### src/rtl/wb_arb_pkg.sv
// Shared types for the regfile write-port arbiter: arbitration state and write request payload.
package wb_arb_pkg;

  typedef enum logic {S_PIPE, S_FORCE} wb_arb_state_t;

  typedef struct packed {
    logic [4:0]  rd;
    logic [31:0] data;
  } wb_req_t;

  localparam int unsigned STARVE_MAX_DEF = 4;

  // x0 writes are architecturally discarded, so they never need the port.
  function automatic logic rd_live(input logic [4:0] rd);
    return rd != 5'd0;
  endfunction

endpackage

### src/rtl/wb_arb_perf.sv
// Free-running conflict / forced-grant event counters for the write-port arbiter.
// Present only when WB_ARB_PERF_EN is defined.
`ifdef WB_ARB_PERF_EN
module wb_arb_perf (
  input  logic        clk,
  input  logic        reset,
  input  logic        i_conflict,
  input  logic        i_forced,
  output logic [31:0] o_conflicts,
  output logic [31:0] o_forced
);

  logic [31:0] r_conflicts;
  logic [31:0] r_forced;

  // Both counters wrap naturally at 2^32.
  always_ff @(posedge clk or posedge reset) begin
    if (reset) begin
      r_conflicts <= '0;
      r_forced    <= '0;
    end else begin
      if (i_conflict) r_conflicts <= r_conflicts + 32'd1;
      if (i_forced)   r_forced    <= r_forced + 32'd1;
    end
  end

  assign o_conflicts = r_conflicts;
  assign o_forced    = r_forced;

endmodule
`endif

### src/rtl/wb_port_arbiter.sv
// Arbitrates the single regfile write port between in-order writeback and the MDU result.
// Optional perf counters are enabled with WB_ARB_PERF_EN.
module wb_port_arbiter
  import wb_arb_pkg::*;
#(
  parameter int unsigned STARVE_MAX = STARVE_MAX_DEF
) (
  input  logic        clk,
  input  logic        reset,
  input  logic        wb_valid,
  input  logic        wb_exc,
  input  logic [29:0] wb_pc,
  input  logic [4:0]  wb_reg,
  input  logic [31:0] wb_data,
  output logic        wb_stall,
  input  logic        mdu_valid,
  input  logic [4:0]  mdu_reg,
  input  logic [31:0] mdu_data,
  output logic        mdu_ready,
  output logic [4:0]  wreg,
  output logic [31:0] wdata,
  output logic        wen
`ifdef WB_ARB_PERF_EN
  ,
  output logic [31:0] perf_conflicts,
  output logic [31:0] perf_forced
`endif
);

  localparam int unsigned CW = $clog2(STARVE_MAX + 1);
  localparam logic [CW-1:0] CNT_MAX = CW'(STARVE_MAX);

  wb_arb_state_t r_state, w_state_nxt;
  logic [CW-1:0] r_starve_cnt, w_cnt_nxt;
  logic          w_pipe_req, w_mdu_req, w_mdu_drop;
  logic          w_grant_pipe, w_grant_mdu, w_forced;
  wb_req_t       w_pipe, w_mdu, w_sel;
  logic          w_unused_pc;

  assign w_unused_pc = ^wb_pc;

  assign w_pipe_req = wb_valid & ~wb_exc & rd_live(wb_reg);
  assign w_mdu_req  = mdu_valid & rd_live(mdu_reg);
  assign w_mdu_drop = mdu_valid & ~rd_live(mdu_reg);
  assign w_pipe     = '{rd: wb_reg, data: wb_data};
  assign w_mdu      = '{rd: mdu_reg, data: mdu_data};

  always_ff @(posedge clk or posedge reset) begin
    if (reset) begin
      r_state      <= S_PIPE;
      r_starve_cnt <= '0;
    end else begin
      r_state      <= w_state_nxt;
      r_starve_cnt <= w_cnt_nxt;
    end
  end

  // Grant and write-port mux; reset blocks every grant so nothing is written.
  always_comb begin
    w_grant_pipe = 1'b0;
    w_grant_mdu  = 1'b0;
    w_forced     = 1'b0;
    mdu_ready    = 1'b0;
    if (!reset) begin
      if (r_state == S_FORCE && w_mdu_req) begin
        w_grant_mdu = 1'b1;
        w_forced    = 1'b1;
      end else if (w_pipe_req) begin
        w_grant_pipe = 1'b1;
      end else if (w_mdu_req) begin
        w_grant_mdu = 1'b1;
      end
      mdu_ready = w_grant_mdu | w_mdu_drop;
    end
    w_sel    = w_grant_mdu ? w_mdu : w_pipe;
    wen      = w_grant_pipe | w_grant_mdu;
    wreg     = w_sel.rd;
    wdata    = w_sel.data;
    wb_stall = w_forced & w_pipe_req;
  end

  // S_FORCE lasts exactly one cycle, so each starvation episode gets one forced grant.
  always_comb begin
    w_cnt_nxt   = r_starve_cnt;
    w_state_nxt = S_PIPE;
    if (mdu_ready)
      w_cnt_nxt = '0;
    else if (w_mdu_req && r_starve_cnt != CNT_MAX)
      w_cnt_nxt = r_starve_cnt + 1'b1;
    if (r_state == S_PIPE && w_cnt_nxt == CNT_MAX)
      w_state_nxt = S_FORCE;
  end

`ifdef WB_ARB_PERF_EN
  wb_arb_perf u_perf (
    .clk         (clk),
    .reset       (reset),
    .i_conflict  (w_pipe_req & w_mdu_req),
    .i_forced    (w_forced),
    .o_conflicts (perf_conflicts),
    .o_forced    (perf_forced)
  );
`endif

endmodule

### config.mk
export PLATFORM = sky130hd
export DESIGN_NAME = wb_port_arbiter
export DESIGN_NICKNAME = d
export VERILOG_FILES = /design/src/rtl/wb_arb_pkg.sv /design/src/rtl/wb_arb_perf.sv /design/src/rtl/wb_port_arbiter.sv
export SDC_FILE = /design/constraint.sdc
export NUM_CORES = 1
export LEC_CHECK = 0
export CAP_MARGIN = 25
export CORE_ASPECT_RATIO = 1.4
export CORE_MARGIN = 3
export CORE_UTILIZATION = 20
export DETAILED_ROUTE_END_ITERATION = 10
export PLACE_DENSITY = 0.88
export SETUP_SLACK_MARGIN = 0.1
export SLEW_MARGIN = 20
export SYNTH_ARGS = -nofsm -noshare
export SYNTH_HDL_FRONTEND = slang
export SYNTH_SLANG_ARGS = --single-unit
### constraint.sdc
create_clock -name clk -period 3.1 [get_ports clk]
set_input_delay 0.62 -clock clk [delete_from_list [all_inputs] [get_ports clk]]
set_output_delay 0.62 -clock clk [all_outputs]
set_load 0.02 [all_outputs]
# ---- After elaboration in Yosys (flattened, before gate mapping)
# Index checks and enable logic that the tools add are counted.
dict set report classes {
  n_mux 15
  n_reduce_logical 5
  eq_ne 2
  add_sub_neg 1
  bitwise 10
}
# op n
set ops {}
lappend ops {{$mux W37} 1}
lappend ops {{$mux W1} 12}
lappend ops {{$reduce_bool A5 Y1} 2}
lappend ops {{$mux W3} 2}
lappend ops {{$and A1 B1 Y1} 5}
lappend ops {{$add A3 B1 Y3 const B} 1}
lappend ops {{$eq A3 B3 Y1 const B} 1}
lappend ops {{$logic_and A1 B1 Y1} 3}
lappend ops {{$ne A3 B3 Y1 const B} 1}
lappend ops {{$not A1 Y1} 3}
lappend ops {{$or A1 B1 Y1} 2}
dict set report word_totals {
  input_bits 109
  wordCells 35
  ff_bits 4
}

# ---- Depth between registers and ports, before layout
dict set report depth {
  word_depth 12
  mapped_depth 6
  mapped_depth_nobuf 6
}

# ---- Least setup slack after synthesis
# Ideal clock, no wire load.
dict set report synth_timing {
  kind {input-to-output}
  startpoint {in wb_reg[1]}
  endpoint {out wdata[10]}
  required_ns 2.480
  arrival_ns 2.220
  stages 6
  slack_ns 0.260
  cell_sequence {or4_1 o211ai_2 nor3b_2 buf_6 buf_6 mux2_1}
}
dict set report synth_via {
  elab_chain_len 7
}
# item line
set synth_rtl {}
lappend synth_rtl {{start, declared} wb_port_arbiter.sv:13} ;# input logic [4:0] wb_reg,
lappend synth_rtl {{$reduce_bool A5 Y1} wb_arb_pkg.sv:15} ;# return rd != 5'd0;
lappend synth_rtl {{$and A1 B1 Y1} wb_port_arbiter.sv:42} ;# assign w_pipe_req = wb_valid & ~wb_exc & rd_live(wb_reg);
lappend synth_rtl {{$mux W1} wb_port_arbiter.sv:68} ;# end else if (w_pipe_req) begin
lappend synth_rtl {{$mux W1} wb_port_arbiter.sv:65} ;# if (r_state == S_FORCE && w_mdu_req) begin
lappend synth_rtl {{$mux W1 (2 in a row)} wb_port_arbiter.sv:64} ;# if (!reset) begin
lappend synth_rtl {{$mux W37} wb_port_arbiter.sv:75} ;# w_sel = w_grant_mdu ? w_mdu : w_pipe;
lappend synth_rtl {{end, declared} wb_port_arbiter.sv:21} ;# output logic [31:0] wdata,
# No other way between the ends. The select of a mux whose other input is x is not followed.

# ---- Final worst setup path
dict set report layout_timing {
  startpoint {in wb_reg[2]}
  endpoint {out wreg[0]}
}
dict set report layout_via {
  elab_chain_len 7
}
# item line
set layout_rtl {}
lappend layout_rtl {{$reduce_bool A5 Y1} wb_arb_pkg.sv:15}
lappend layout_rtl {{$and A1 B1 Y1} wb_port_arbiter.sv:42}
lappend layout_rtl {{$mux W1} wb_port_arbiter.sv:68}
lappend layout_rtl {{$mux W1} wb_port_arbiter.sv:65}
lappend layout_rtl {{$mux W1 (2 in a row)} wb_port_arbiter.sv:64}
lappend layout_rtl {{$mux W37} wb_port_arbiter.sv:75}
lappend layout_rtl {{end, declared} wb_port_arbiter.sv:20} ;# output logic [4:0] wreg,
# No other way between the ends. The select of a mux whose other input is x is not followed.

==> metrics <==
clk_lat worst skew 0.23 ns; Post-Syn Instances 76; CP Max Fanout 5; RSZ-0062 raised after global routing yes; worst slew pin tran 0.270 ns; largest family of logic cells by synthesized area multiplexers; critical path data arrival time 2.65 ns; Final Critical Period 3.27 ns; CTS tree yes; maximum VDD drop 0.000251 V; Initial Utilization 21.1%; port bufs 118; Pins Over Slew Limit 0; Reg area 100 sq um; Via density 4.69; io pins 149; Lkg Pwr 1.22 nW; Avg Cell Area, Syn 10.3 sq um; Post-synth EDFFs 0; count of cell types in the netlist 22; top post-synthesis cells by count 37 x mux2_1, 6 x nor2_1, 4 x buf_6, 4 x dfrtp_1, 4 x inv_1; min-delay src r_state; Routed WL 4.91 mm; non-filler cells in the finished layout 262; FF+latch count, synth 4; f_max 0.306 GHz; hold endpoint r_state; max_slew headroom 81.8%; Antenna Cells 0; period utilisation layout 105%; clk sink count 4; critical path class in2out; initial antenna violation count 0; Synth-to-Final Area Change 231%; FF-to-FF End r_state; Setup Viol. Count Final 37; syn nets 187; cts hold-fix bufs 0; GPL Wtd Cong 0.705; worst setup margin -0.168 ns; post-route ant nets 0; Tot Pwr 0.760 mW; final core occ 69.9%; 1st-iter DRT viols 24; Synth Area in Adders 3.19%; DR WL/cell 18.7 um; cell area power density 293 nW/um^2; asr flop ratio synth 100%; Yosys top cell area share 53.2%; Placed Cells 240; Critical Path RT 2.48 ns; total global-route track usage 19.5%; Post-synth top flop dfrtp_1; Num CTS Buffers 3; Vias 1230; status complete, but fails checks; RR Startpoint r_state; Fillers 273; vias in the first global route 1345; mapped cell area 783 sq um; Yosys Warn Count 0; Post-Synth Simple-Gate Area 10.5%; Pint 0.495 mW; FF-to-FF setup slack 1.02 ns; Die H 80.0 um; hold path depth 1; proportion of synthesized area in mux cells 55.8%; Die X 58.9 um; count leader, synth mux2_1; first-pass GRT wire length 6.84 mm; Area contributors post-synth mux2_1 53%, dfrtp_1 13%, buf_6 5.8%; NetSw 0.264 mW; DRC 0; Longest Clk Path Bufs 2; Final HPWL DP 2.99 mm; setup total negative slack -4.49 ns; Multi-input gate area 791 sq um; die area 4710 sq um; Startpoint Class input pin; Seq pwr share 12.2%; DRT Pass-1 Iters 4; clock share of power 15.2%; clock root buffer clkbuf_8; register area share after synthesis 12.8%; Compound-Gate Fraction of Synth Area 7.83%; largest net degree at the start of global routing 10; Overflow after GRT 0; Final nets 333; Hold Path Class reg2reg; failing checks negative setup slack; post-synthesis xor/xnor area fraction 2.24%; worst clock skew 0.00531 ns; max cap viols 0; htree depth 1; Sw Share 34.8%; DP Worst Slack -0.719 ns; row count 26; core footprint 3710 sq um; Synth area leader mux2_1; ratio of cells with drive above 1 in the final layout 53.2%; final hold viol count 0; R2R cell count 11; CP endpoint kind output pin; Comb power frac 72.6%; clk slew on worst S/H paths 0.03 ns
-- sequential cells by signal (all words and copies together), names as in the netlist --
signal / cells
r_state: 1
r_starve_cnt: 3
-- worst max path at each step --
| stage | startpoint | endpoint | slack (ns) |
|---|---|---|---|
| 2_1_floorplan | wb_reg[1] | wdata[10] | 0.26 |
| 3_3_place_gp | wb_reg[2] | wdata[9] | -0.68 |
| 3_5_place_dp | wb_reg[1] | wdata[10] | -0.72 |
| 4_1_cts | wb_reg[4] | wreg[0] | -0.08 |
| 5_1_grt | wb_reg[2] | wreg[1] | -0.22 |
| 6_report | wb_reg[2] | wreg[0] | -0.17 |
-- critical path, cell delays in order --
cell,delay [ns]
buf_6,0.09
or4_4,0.53
o211ai_2,0.20
nor3b_4,0.26
buf_4,0.15
buf_6,0.10
buf_6,0.12
buf_12,0.13
mux2_4,0.31
buf_6,0.13
-- cells in the final DEF (no fill, tap or decap), types with 3 or more instances in the layout --
master           count
buf_16               5
buf_2                4
buf_4               14
buf_6               42
clkbuf_8             3
clkdlybuf4s50_1     67
dfrtp_1              4
dlygate4sd2_1        4
inv_1                4
mux2_4              36
nor2_1               6
-- metrics by stage --
step	cell area, sq um	hold slack, ns
after CTS	2370	0.438
after detailed placement	2050	0.434
after global placement	2050	0.427
after global routing	2590	0.462
after floorplan	783	0.394
final	2590	0.443
-- final cells by class --
cell class | count | share of cell area [%]
Multi-Input combinational cell | 64 | 30.5
Sequential cell | 4 | 3.86
Clock buffer | 3 | 1.59
Inverter | 4 | 0.579
Tap cell | 42 | 2.03
Timing Repair Buffer | 145 | 61.4
-- routing by layer --
metal	vias to the layer above	global-route usage (%)	routed length, um
met2	83	38.3	2720
li1	577	-	-
met3	9	4.85	474
met1	561	18.5	1590
met4	0	7.03	119
met5	-	0	0
-- power groups by stage --
stage | combinational, mW | sequential (mW) | clock (mW)
after floorplan | 0.201 | 0.0892 | 0
after global placement | 0.409 | 0.0919 | 0
after detailed placement | 0.414 | 0.0936 | 0
after CTS | 0.493 | 0.0932 | 0.118
after global routing | 0.590 | 0.0968 | 0.117
final | 0.552 | 0.0926 | 0.116
-- logic make-up (layout without fill, tap and decap cells) --
family          after synthesis  count (layout)
xor+xnor                      2               2
compound gates                7               7
mux                          39              39
fa+ha+maj                     2               2
buf+inv                       8             152
flops                         4               4
simple gates                 14              14
-- timing repair --
item                                   CTS  global route
setup endpoints to repair               40            40
buffers inserted                        14             0
pin swaps                                6             3
cloned                                   5             2
endpoints found under the hold margin    0             0
gates resized for setup                256            52
Note: power is estimated with default switching activity, not from simulation.
